**src/rtl/decay_surface_map.sv**
```systemverilog
// decay_surface_map: per-cell timestamp store for the 16x16 DVS grid.
// Events stamp a cell with the current coarse tick. Reads return an
// activity value that falls linearly with the cell's age. A background
// scrubber clears cells old enough that timestamp wrap could alias them.
module decay_surface_map #(
    parameter int GRID_SIZE   = 16,
    parameter int ADDR_BITS   = 8,
    parameter int COORD_BITS  = 4,
    parameter int VALUE_BITS  = 8,
    parameter int TS_BITS     = 8,
    parameter int TICK_CYCLES = 12000,
    parameter int DECAY_SHIFT = 2,
    parameter int STALE_AGE   = 128
) (
    input  logic                  clk,
    input  logic                  rst,
    input  logic                  event_valid,
    output logic                  event_ready,
    input  logic [COORD_BITS-1:0] event_x,
    input  logic [COORD_BITS-1:0] event_y,
    input  logic [ADDR_BITS-1:0]  read_addr,
    input  logic                  read_enable,
    output logic [VALUE_BITS-1:0] read_value,
    output logic [15:0]           event_count,
    output logic [15:0]           drop_count,
    output logic [TS_BITS-1:0]    now_ts
);

    localparam int NUM_CELLS = GRID_SIZE * GRID_SIZE;
    localparam int WORD_BITS = TS_BITS + 1;
    localparam int TICK_BITS = (TICK_CYCLES > 1) ? $clog2(TICK_CYCLES) : 1;

    localparam logic [31:0]           VALUE_MAX  = 32'((64'd1 << VALUE_BITS) - 64'd1);
    localparam logic [31:0]           STALE_U    = 32'(STALE_AGE);
    localparam logic [31:0]           GRID_U     = 32'(GRID_SIZE);
    localparam logic [TICK_BITS-1:0]  TICK_LAST  = TICK_BITS'(TICK_CYCLES - 1);
    localparam logic [ADDR_BITS-1:0]  LAST_ADDR  = ADDR_BITS'(NUM_CELLS - 1);

    typedef enum logic {
        ST_INIT,
        ST_RUN
    } state_t;

    // Word layout: {valid, ts}
    logic [WORD_BITS-1:0] mem_array [NUM_CELLS];

    state_t               state_reg;
    logic [ADDR_BITS-1:0] init_addr_reg;
    logic [TICK_BITS-1:0] tick_cnt_reg;
    logic [TS_BITS-1:0]   now_ts_reg;
    logic [ADDR_BITS-1:0] scrub_addr_reg;

    // Memory read register and the side information travelling with it
    logic [WORD_BITS-1:0] mem_q_reg;
    logic                 q_user_reg;
    logic                 q_scrub_reg;
    logic                 q_cancel_reg;
    logic [ADDR_BITS-1:0] q_addr_reg;
    logic [TS_BITS-1:0]   q_now_reg;

    // Classifier read pipeline
    logic [WORD_BITS-1:0]  s1_word_reg;
    logic [TS_BITS-1:0]    s1_now_reg;
    logic                  s1_user_reg;
    logic [VALUE_BITS-1:0] read_value_reg;

    logic [15:0] event_count_reg;
    logic [15:0] drop_count_reg;

    logic                 running;
    logic                 q_stale;
    logic                 invalidate;
    logic                 ev_accept;
    logic                 ev_in_range;
    logic                 ev_write;
    logic                 scrub_issue;
    logic [31:0]          ev_x_ext;
    logic [31:0]          ev_y_ext;
    logic [ADDR_BITS-1:0] ev_addr;
    logic [ADDR_BITS-1:0] rd_addr;
    logic [TS_BITS-1:0]   q_age;

    logic                 mem_we;
    logic [ADDR_BITS-1:0] mem_waddr;
    logic [WORD_BITS-1:0] mem_wdata;

    // Age is modular; the shift is done at 32 bits so nothing is lost.
    function automatic logic [VALUE_BITS-1:0] decay_value(
        input logic [WORD_BITS-1:0] word,
        input logic [TS_BITS-1:0]   now
    );
        logic [TS_BITS-1:0] age;
        logic [31:0]        scaled;
        age    = now - word[TS_BITS-1:0];
        scaled = 32'(age) << DECAY_SHIFT;
        if (word[TS_BITS] && (scaled <= VALUE_MAX)) begin
            decay_value = VALUE_BITS'(VALUE_MAX - scaled);
        end else begin
            decay_value = '0;
        end
    endfunction

    assign running     = (state_reg == ST_RUN);
    assign ev_x_ext    = 32'(event_x);
    assign ev_y_ext    = 32'(event_y);
    assign ev_in_range = (ev_x_ext < GRID_U) && (ev_y_ext < GRID_U);
    assign ev_addr     = ADDR_BITS'(ev_y_ext * GRID_U + ev_x_ext);

    // Scrub result is judged in the cycle after its read.
    assign q_age       = q_now_reg - mem_q_reg[TS_BITS-1:0];
    assign q_stale     = mem_q_reg[TS_BITS] && (32'(q_age) >= STALE_U);
    assign invalidate  = running && q_scrub_reg && !q_cancel_reg && q_stale;

    // The write port is lent to the scrubber, so events stall that cycle.
    assign event_ready = running && !invalidate;
    assign ev_accept   = event_valid && event_ready;
    assign ev_write    = ev_accept && ev_in_range;

    // Classifier owns the read port whenever it asks for it.
    assign scrub_issue = running && !read_enable;
    assign rd_addr     = read_enable ? read_addr : scrub_addr_reg;

    assign read_value  = read_value_reg;
    assign event_count = event_count_reg;
    assign drop_count  = drop_count_reg;
    assign now_ts      = now_ts_reg;

    // Select the single write source: init clear, invalidate, or event.
    always_comb begin
        mem_we    = 1'b0;
        mem_waddr = init_addr_reg;
        mem_wdata = '0;
        if (!running) begin
            mem_we    = 1'b1;
        end else if (invalidate) begin
            mem_we    = 1'b1;
            mem_waddr = q_addr_reg;
            mem_wdata = {1'b0, mem_q_reg[TS_BITS-1:0]};
        end else if (ev_write) begin
            mem_we    = 1'b1;
            mem_waddr = ev_addr;
            mem_wdata = {1'b1, now_ts_reg};
        end
    end

    // Block RAM: one write, one registered read returning pre-write data.
    always_ff @(posedge clk) begin
        if (mem_we) begin
            mem_array[mem_waddr] <= mem_wdata;
        end
        mem_q_reg <= mem_array[rd_addr];
    end

    // INIT sweeps every cell to zero, then RUN until the next reset.
    always_ff @(posedge clk) begin
        if (rst) begin
            state_reg     <= ST_INIT;
            init_addr_reg <= '0;
        end else begin
            case (state_reg)
                ST_INIT: begin
                    init_addr_reg <= init_addr_reg + ADDR_BITS'(1);
                    if (init_addr_reg == LAST_ADDR) begin
                        state_reg <= ST_RUN;
                    end
                end
                default: state_reg <= ST_RUN;
            endcase
        end
    end

    // Coarse time base, free running in both states.
    always_ff @(posedge clk) begin
        if (rst) begin
            tick_cnt_reg <= '0;
            now_ts_reg   <= '0;
        end else if (tick_cnt_reg == TICK_LAST) begin
            tick_cnt_reg <= '0;
            now_ts_reg   <= now_ts_reg + TS_BITS'(1);
        end else begin
            tick_cnt_reg <= tick_cnt_reg + TICK_BITS'(1);
        end
    end

    // Scrub address walk and tagging of what the read port fetched.
    always_ff @(posedge clk) begin
        if (rst) begin
            scrub_addr_reg <= '0;
            q_user_reg     <= 1'b0;
            q_scrub_reg    <= 1'b0;
            q_cancel_reg   <= 1'b0;
            q_addr_reg     <= '0;
            q_now_reg      <= '0;
        end else begin
            q_user_reg   <= read_enable && running;
            q_scrub_reg  <= scrub_issue;
            // A fresh event on the scrubbed cell makes the fetched word obsolete.
            q_cancel_reg <= scrub_issue && ev_write && (ev_addr == scrub_addr_reg);
            q_addr_reg   <= scrub_addr_reg;
            q_now_reg    <= now_ts_reg;
            if (scrub_issue) begin
                scrub_addr_reg <= (scrub_addr_reg == LAST_ADDR) ? '0
                                  : scrub_addr_reg + ADDR_BITS'(1);
            end
        end
    end

    // Read pipeline: register word and time, then compute decayed value.
    always_ff @(posedge clk) begin
        if (rst) begin
            s1_word_reg    <= '0;
            s1_now_reg     <= '0;
            s1_user_reg    <= 1'b0;
            read_value_reg <= '0;
        end else begin
            s1_word_reg    <= mem_q_reg;
            s1_now_reg     <= now_ts_reg;
            s1_user_reg    <= q_user_reg;
            read_value_reg <= s1_user_reg ? decay_value(s1_word_reg, s1_now_reg) : '0;
        end
    end

    // Accepted-event statistics.
    always_ff @(posedge clk) begin
        if (rst) begin
            event_count_reg <= '0;
            drop_count_reg  <= '0;
        end else if (ev_accept) begin
            if (!ev_in_range) begin
                drop_count_reg <= drop_count_reg + 16'd1;
            end else if (event_count_reg != 16'hFFFF) begin
                event_count_reg <= event_count_reg + 16'd1;
            end
        end
    end

endmodule

```
**config.mk**
```make
export PLATFORM = sky130hd
export DESIGN_NAME = decay_surface_map
export DESIGN_NICKNAME = d
export VERILOG_FILES = /design/src/rtl/decay_surface_map.sv
export SDC_FILE = /design/constraint.sdc
export NUM_CORES = 2
export LEC_CHECK = 0
export CORE_ASPECT_RATIO = 0.5
export CORE_MARGIN = 5
export CORE_UTILIZATION = 40
export CTS_BUF_LIST = sky130_fd_sc_hd__clkbuf_16
export DETAILED_ROUTE_END_ITERATION = 6
export PLACE_DENSITY_LB_ADDON = 0.08
export SLEW_MARGIN = 20
export SYNTH_ARGS = -nofsm -noshare
export SYNTH_HDL_FRONTEND = slang
export SYNTH_SLANG_ARGS = --single-unit
```
**constraint.sdc**
```tcl
create_clock -name clk -period 20.1 [get_ports clk]
set_input_delay 2.01 -clock clk [delete_from_list [all_inputs] [get_ports clk]]
set_output_delay 2.01 -clock clk [all_outputs]
set_load 0.01 [all_outputs]
```
==> impl_results.md <==
* Post-synth EDFFs at 2304
* Clock Tree Root: clkbuf_16
* Setup-failing EPs final at 0
* Initial antenna violation count at 26
* Worst EP required at ~21 ns
* Die height at 356 um
* Setup TNS at 0 ns
* Max FFs per register at 2304
* Pre-antenna DRT Iters at 6
* Hold_buf cts at 0
* Fraction of layout cells with a size suffix above 1 at 15.3%
* Initial DRC count at 7141
* RSZ-0062 raised after global routing: no
* Final WL at about 310000 um
* First-pass GRT wire length at 440000 um
* Crit path max fanout at 106
* Max Root-Sink Buffers at 4
* Commonest non-fill, non-tap cell in the layout: edfxtp_1
* Synth Area per Inst at 15.8 um2
* Post-DP HPWL at about 190000 um
* Worst Hold Launch: q_user_reg
* Largest net degree at the start of global routing at between 150 and 200
* Endpoints failing hold at 0
* Metal3 WL at between 30000 and 40000 um
* Clk_skew at 0.0502 ns
* Row cnt at 127
* WL met2 at 133000 um
* Routed Antenna Nets at 0
* Max-Cap Viols at 0
* Io pins at 69
* Largest cells by area after synthesis: edfxtp_1 72%, mux4_2 4.6%, mux2i_1 4.5%
* Arrival time worst endpoint at 8.49 ns
* Cts bufs inserted at 223
* Die X at 702 um
* Synth Register Bits at ~2400
* Leakage power at 36.8 nW
* GPL Wtd Cong at about 0.83
* Max-slew headroom at between 15 and 20%
* Worst slew pin tran at around 1.3 ns
* Starting density of the core at 40.1%
* Port bufs at 52
* Fin crit period at 7.78 ns
* Core area at 0.239 mm2
* YS warnings at 0
* CTS HTree Levels at 4
* CP startpoint kind: input pin
* Clock-pin slew on the worst setup and hold paths at 0.07 ns
* DRC at 0
* Seq/Total Area, Yosys at 74.3%
* Final cycle utilization of the critical path at 38.7%
* Critical path capture point type: flop
* Worst hold slack at between 0.4 and 0.5 ns
* Syn Inst Count at 6049
* Max layer used: met5
* Nets at about 6300
* Post-CTS setup buffers at 0
* HP Class: flop to flop
* Final Max Tran Viols at 0
* Distinct cells, synth at 64
* Post-synth ARST share at 0%
* Setup Crit Path Kind: input pin to flop
* Overall die area at 0.250 mm2
* Post-Syn Area at 0.0958 mm2
* Routed vias/inst at approximately 6
* Ys flop type: edfxtp_1
* RR Startpoint: mem_q_reg[1]
* Pwr/cell area at about 91 mW/mm2
* Clock latency on the worst-skew pair at 0.91 ns
* TritonCTS clock tree: done
* GRT Overall Usage at 24.7%
* DR vias at 57900
* Leading area contributor after synthesis: edfxtp_1
* DRT met1 WL at 143000 um
* Peak VDD IR at 0.0000711 V
* Status: completed
* WL/cell at approximately 32 um
* Syn-to-layout area delta at 14.0%
* Most frequent cells in the layout: 2304 x edfxtp_1, 770 x nand2_1, 414 x mux2i_1, 352 x buf_4, 290 x nor3_1
* Gates resized, CTS repair at 0
* Clock Sinks at approximately 2400
* CP Launch Point: read_addr[1]
* F_max at 129 MHz
* Synth top area share at 72.2%
* Gr ovfl total at 0
* Vias in the first global route at around 56000
## kinds of logic (layout without fill, tap and decap cells)
kind of cell               Yosys count  count (layout)  synth area share [%]
other                                1              23               0.00391
buffers and inverters              463             857                  2.29
muxes                              636             636                  9.20
DFF                               2404            2404                  74.3
xor gates and xnor gates            43              43                 0.393
adders and majority gates           20              20                 0.269
AOI/OAI and AO/OA                  858             858                  6.00
and+or+nand+nor                   1624            1624                  7.53
## worst max-delay path, stage by stage
cell,delay (ns)
clkdlybuf4s50_1,0.71
mux2_8,0.59
buf_4,0.74
buf_12,0.55
buf_4,0.71
buf_4,0.74
mux4_2,0.41
a2111oi_0,0.56
nor3_1,0.22
o41ai_1,0.71
nand4_1,0.15
## power breakdown
part | switching, mW | internal (mW) | leakage, nW
registers | 0.0262 | 5.41 | 24.7
logic | 0.320 | 0.129 | 8.58
clock network | 1.88 | 2.20 | 3.50
## Yosys cell counts, drive strengths merged (100+ instances only)
cell type and number:
a21oi 251, buf 204, clkbuf 229, dfxtp 100, edfxtp 2304, mux2i 427
mux4 194, nand2 770, nand3 245, nor2 144, nor3 321, o21ai 121
o22ai 129
## per-layer routing
| metal | track usage, % | up-vias |
|---|---|---|
| met3 | 5.77 | 381 |
| met1 | 38.4 | 30700 |
| li1 | - | 24200 |
| met4 | 4.82 | 4 |
| met5 | 0 | - |
| met2 | 35.3 | 2667 |
## layout make-up
class,count,area [um2]
fillers,20800,130000
flip-flops and latches,2404,71200
multi-input cells,3197,23500
clock buffers,225,5630
well taps,3225,4040
repair buffers,428,3580
clock inverters,174,1130
inverters,30,113
diodes,7,17.5
## metrics by stage
stage / setup slack (ns) / instance area, um2 / utilization (%) / std cells / power, mW
2_1_floorplan: 13.30 / 95900 / - / 6064 / 5.78
3_3_place_gp: 10.65 / 102000 / 42.7 / 9271 / 5.98
3_5_place_dp: 11.51 / 102000 / 42.8 / 9280 / 5.99
4_1_cts: 12.47 / 109000 / 45.6 / 9679 / 10.0
5_1_grt: 12.18 / 109000 / 45.7 / 9683 / 10.3
6_report: 12.32 / 109000 / 45.7 / 9690 / 9.97
## path summary, 6_finish.rpt
kind,endpoint,slack [ns],cells after the start
max,mem_q_reg[0],12.32,11
max reg2reg,mem_array[87][8],12.96,13
min reg2reg,s1_user_reg,0.45,1
min,s1_user_reg,0.45,1
No activity file was read; power rests on OpenSTA's default activity.
